===== src/rtl/dds_sin_gen.sv =====
// Pipelined DDS sine generator: phase accumulator, quarter-wave ROM, optional amplitude scaling.
// Define DDS_SIN_GEN_AMP_EN to build the amplitude multiplier; otherwise the raw LUT sample is output.
module dds_sin_gen #(
  parameter int OUT_W   = 16,
  parameter int PHASE_W = 24,
  parameter int LUT_AW  = 8,
  parameter int AMP_W   = 16
) (
  input  logic               clk,
  input  logic               rst,
  input  logic               en,
  input  logic               phase_clr,
  input  logic [PHASE_W-1:0] ftw,
  input  logic               ftw_load,
  input  logic [AMP_W-1:0]   amp,
  input  logic               out_ready,
  output logic               out_valid,
  output logic [OUT_W-1:0]   out,
  output logic               out_wrap
);

  localparam int  LutN   = 2 ** LUT_AW;
  localparam real HalfPi = 1.5707963267948966;
  localparam real LutAmp = real'((2 ** (OUT_W - 1)) - 1);

  // Quarter-wave ROM sampled at bin centres so mirrored halves stay symmetric.
  logic [OUT_W-1:0] lut_rom [LutN];
  for (genvar k = 0; k < LutN; k++) begin : g_lut
    localparam int Val = $rtoi(LutAmp * $sin(HalfPi * (real'(k) + 0.5) / real'(LutN)) + 0.5);
    assign lut_rom[k] = OUT_W'(Val);
  end

  logic               adv, inject;
  logic [PHASE_W-1:0] acc_q, tw_q;
  logic               wrap_pend_q;
  logic [PHASE_W:0]   acc_sum;
  logic [1:0]         quad;
  logic [LUT_AW-1:0]  idx;

  logic                    s1_v_q, s1_neg_q, s1_wrap_q;
  logic [LUT_AW-1:0]       s1_idx_q;
  logic                    s2_v_q, s2_wrap_q;
  logic signed [OUT_W-1:0] s2_val_q;
  logic signed [OUT_W-1:0] lut_mag, s3_d;

  assign adv     = !out_valid || out_ready;
  assign inject  = adv && en;
  assign acc_sum = {1'b0, acc_q} + {1'b0, tw_q};
  assign quad    = acc_q[PHASE_W-1 -: 2];
  assign idx     = acc_q[PHASE_W-3 -: LUT_AW];
  assign lut_mag = $signed(lut_rom[s1_idx_q]);

`ifdef DDS_SIN_GEN_AMP_EN
  logic signed [OUT_W+AMP_W:0] prod;
  assign prod = s2_val_q * $signed({1'b0, amp});
  assign s3_d = OUT_W'(prod >>> AMP_W);
`else
  logic unused_amp;
  assign unused_amp = ^amp;
  assign s3_d       = s2_val_q;
`endif

  // wrap_pend_q tags the next injected sample as the start of a period.
  always_ff @(posedge clk or posedge rst) begin
    if (rst) begin
      acc_q       <= '0;
      tw_q        <= '0;
      wrap_pend_q <= 1'b1;
    end else begin
      if (ftw_load) tw_q <= ftw;
      if (phase_clr) begin
        acc_q       <= '0;
        wrap_pend_q <= 1'b1;
      end else if (inject) begin
        acc_q       <= acc_sum[PHASE_W-1:0];
        wrap_pend_q <= acc_sum[PHASE_W];
      end
    end
  end

  always_ff @(posedge clk or posedge rst) begin
    if (rst) begin
      s1_v_q    <= 1'b0;
      s1_neg_q  <= 1'b0;
      s1_wrap_q <= 1'b0;
      s1_idx_q  <= '0;
      s2_v_q    <= 1'b0;
      s2_wrap_q <= 1'b0;
      s2_val_q  <= '0;
      out_valid <= 1'b0;
      out_wrap  <= 1'b0;
      out       <= '0;
    end else if (adv) begin
      s1_v_q    <= en;
      s1_neg_q  <= quad[1];
      s1_wrap_q <= wrap_pend_q;
      s1_idx_q  <= quad[0] ? ~idx : idx;
      s2_v_q    <= s1_v_q;
      s2_wrap_q <= s1_v_q && s1_wrap_q;
      s2_val_q  <= s1_neg_q ? -lut_mag : lut_mag;
      out_valid <= s2_v_q;
      out_wrap  <= s2_v_q && s2_wrap_q;
      out       <= s3_d;
    end
  end

endmodule


===== config.mk =====
export PLATFORM = sky130hd
export DESIGN_NAME = dds_sin_gen
export DESIGN_NICKNAME = d
export VERILOG_FILES = /design/src/rtl/dds_sin_gen.sv
export SDC_FILE = /design/constraint.sdc
export NUM_CORES = 1
export LEC_CHECK = 0
export BUFFER_PORTS_ARGS = -buffer_cell sky130_fd_sc_hd__buf_2
export CAP_MARGIN = 25
export CORE_MARGIN = 2
export CORE_UTILIZATION = 56
export DETAILED_ROUTE_END_ITERATION = 6
export GPL_ROUTABILITY_DRIVEN = 0
export PLACE_DENSITY = 0.72
export SLEW_MARGIN = 0
export SYNTH_ARGS = -nofsm -noshare
export SYNTH_HDL_FRONTEND = slang
export SYNTH_SLANG_ARGS = --single-unit
export TNS_END_PERCENT = 20

===== constraint.sdc =====
create_clock -name clk -period 4.2 [get_ports clk]
set_input_delay 0.63 -clock clk [delete_from_list [all_inputs] [get_ports clk]]
set_output_delay 0.63 -clock clk [all_outputs]
set_load 0.01 [all_outputs]

==> reports/results.tsv <==
metric	value	unit
r2r endpoint	s2_val_q[10]	
final wirelength	34.48	mm
placed cell count	1456	
CP most frequent cell	buf_4	
Tot GR Track Use	37.73	%
Die X	134.8	um
Hold Fails Final Rpt	0	
Max stage delay cell, worst path	o32ai_1	
required time worst endpoint	4.39	ns
FF-to-FF setup slack	0.14	ns
Pwr Total	9.337	mW
antenna cells	0	
CP Launch Type	register	
IO Count	64	
Non-Filler Instances	1473	
pin count of the biggest net entering global routing	79	
initial antenna violation count	0	
CTS H-tree lvls	3	
synth top area cells	dfrtp_1 25%, nand2_1 6.1%, o21ai_0 5.8%	
DRC viols	306	
dpl ws	0.2318	ns
clock sinks	96	
critical path depth	15	
Skew-Pair Late Insertion Delay	0.34	ns
crit share post-route	96.72	%
vias in the first global route	9645	
register area share after synthesis	25.08	%
Post-DRT Antenna Nets	0	
Synth Area per Inst	7.809	sq um
ys flop type	dfrtp_1	
fin util	62.61	%
number of fill cells in the layout	1512	
top-area cell type share of the netlist area	24.81	%
RR Startpoint	s1_idx_q[0]	
row cnt	47	
Clock transition at path regs	0.07	ns
global-route wire length before repair	53.53	mm
final worst-path setup slack	0.1377	ns
relative slew slack	34.10	%
Post-Syn Instances	1227	
crit path max fanout	19	
maximum buffer depth of the clock tree	2	
power per cell area	896.0	mW/mm^2
DR vias	10570	
Post-Syn Area	0.009582	sq mm
1st-pass router iterations	7	
status	finished, violations left	
area leader, netlist	dfrtp_1	
area grow syn2layout	8.749	%
GR met1 Demand/Resource	50.07	%
Root Driver	clkbuf_16	
Die ar.	0.01817	sq mm
HP Class	input pin to async pin	
Final TNS setup	0	ns
failing checks	DRC	
synth unique cells	97	
number of synthesized register bits	96	
sum of buffers and inverters on the critical path	4	
Lkg Pwr	4.331	nW
vias per cell	7.175	
total CTS buffers	9	
nets	1336	
ys async rst share	100.0	%
WS Path Type	register to register	
RSZ-0062 raised after global routing	no	
Worst EP arrival	4.26	ns
Cell Chain, Critical Path	buf_4, buf_4, ha_1, buf_4, nand2_1, a21oi_1, o32ai_1, or4_1, o221a_2, ha_1, inv_1, or3_1, o41ai_2, xnor2_1, a21oi_1	
total congestion overflow	0	
worst-margin pin slew	0.9885	ns
number of synthesized flops with an enable pin	0	
chip height	134.8	um
met2 GRT Util	51.89	%
crit end category	register	
Max Transition Viols Final	0	
CTS tree	yes	
fmax	246.2	MHz
maxcap violations	0	
skew final	0.008535	ns
IO buf count	47	
Routed WL per cell	23.41	um
Max stage delay on crit path	0.40	ns
DP Wirelength	24.03	mm
Initial Utilization	57.57	%
fin crit period	4.062	ns
Post-CTS Hold Buffers	0	
Max IR drop VDD	0.3360	mV
grt peak-use layer	met2	
YS warnings	0	
syn nets	1315	
drt first-iter violations	2261	
Worst R2R Path Depth	15	
met3 Use GR	17.64	%
final setup fails	0	
Core Box Area	0.01664	sq mm
layout cell share with drive strength beyond 1	17.24	%
Top delay family on crit path	compound AO/OA/AOI/OAI gates	
## worst max-delay path by stage
stage                start           end  slack (ns)
4_1_cts        s1_idx_q[0]  s2_val_q[13]        0.19
3_5_place_dp   s1_idx_q[0]  s2_val_q[13]        0.23
5_1_grt        s1_idx_q[0]  s2_val_q[10]        0.06
2_1_floorplan  s1_idx_q[0]  s2_val_q[10]        0.41
6_report       s1_idx_q[0]  s2_val_q[10]        0.14
3_3_place_gp   s1_idx_q[0]  s2_val_q[10]        0.33
## cells in the mapped netlist, types with 8 or more instances
cell type  instances
xor2_1            18
o22ai_1           11
o21ai_0          111
xnor2_1           20
a21o_1            10
nor3_1            43
or2_2             13
mux2_2            24
buf_2             24
o211ai_1          15
and2_1            15
a211oi_1          25
a31oi_1           19
nand2_1          155
mux2i_1           10
nor2b_1           29
inv_1             26
o32ai_1           10
a221oi_1           8
nor2_1            76
a21oi_1           72
dfrtp_1           95
buf_4              9
o21bai_1           8
a311oi_1          11
nand2b_1          34
buf_6             14
ha_1              41
nand3_1           28
o31ai_1           13
clkbuf_1          60
or3_1              9
## repair_timing
| item | 4_1_cts | 5_1_grt |
|---|---|---|
| endpoints found under the setup margin | 0 | 5 |
| buffers inserted | 0 | 0 |
| resized for setup | 0 | 3 |
## sequential cells by signal (all words and copies together) (netlist names), 8 cells and up
name	flops
tw_q	24
s1_idx_q	8
s2_val_q	16
out	16
acc_q	24
## stage by stage
stage               instance area [sq um]  hold WS (ns)
finish                              10420        0.2202
global route                        10420        0.2252
CTS                                 10380        0.4661
detailed placement                  10080        0.4507
global placement                    10080        0.4455
floorplan                            9582        0.4384
## final cells by class
cell class	instances	area (sq um)	share of cell area (%)
multi-input combinational	991	6477	62.16
timing repair buffer	122	843.3	8.093
inverter	28	107.6	1.033
tap	220	275.3	2.642
clock buffer	9	225.2	2.161
sequential	96	2412	23.15
clock inverter	7	78.83	0.7565
## metal layers
| metal | vias up | share of wire (%) | wire [um] |
|---|---|---|---|
| met5 | - | 0 | 0 |
| met4 | 0 | 6.6 | 2267 |
| met3 | 256 | 15 | 5202 |
| met2 | 888 | 39 | 13560 |
| met1 | 4846 | 39 | 13450 |
| li1 | 4579 | - | - |
## cells by family (layout without fill, tap and decap cells)
family / count (synthesis) / after routing / synth area share [%]
and+or+nand+nor: 455 / 455 / 23.58
buffers and inverters: 140 / 166 / 7.535
muxes: 38 / 38 / 4.806
xor gates and xnor gates: 38 / 38 / 3.474
DFF: 96 / 96 / 25.08
adders and majority gates: 42 / 42 / 5.563
AOI/OAI and AO/OA: 418 / 418 / 29.96
## power by group
part / switching (mW) / internal (mW)
sequential: 0.319 / 1.22
clock: 0.363 / 0.468
combinational: 4.44 / 2.53
## cell usage in the layout, fill, tap and decap left out, drive strengths merged, types with 11 or more instances in the layout
cell    count
a31oi      19
a211oi     27
mux2       24
a311oi     11
o21ai     116
nor2b      30
and2       16
inv        30
nor2       78
o22ai      12
nand3      29
a21oi      72
buf       122
o311ai     13
o211ai     16
ha         41
nand2b     34
o31ai      13
nand2     157
or2        14
xnor2      20
nor3       44
xor2       18
dfrtp      95
No activity file was read; power rests on OpenSTA's default activity.
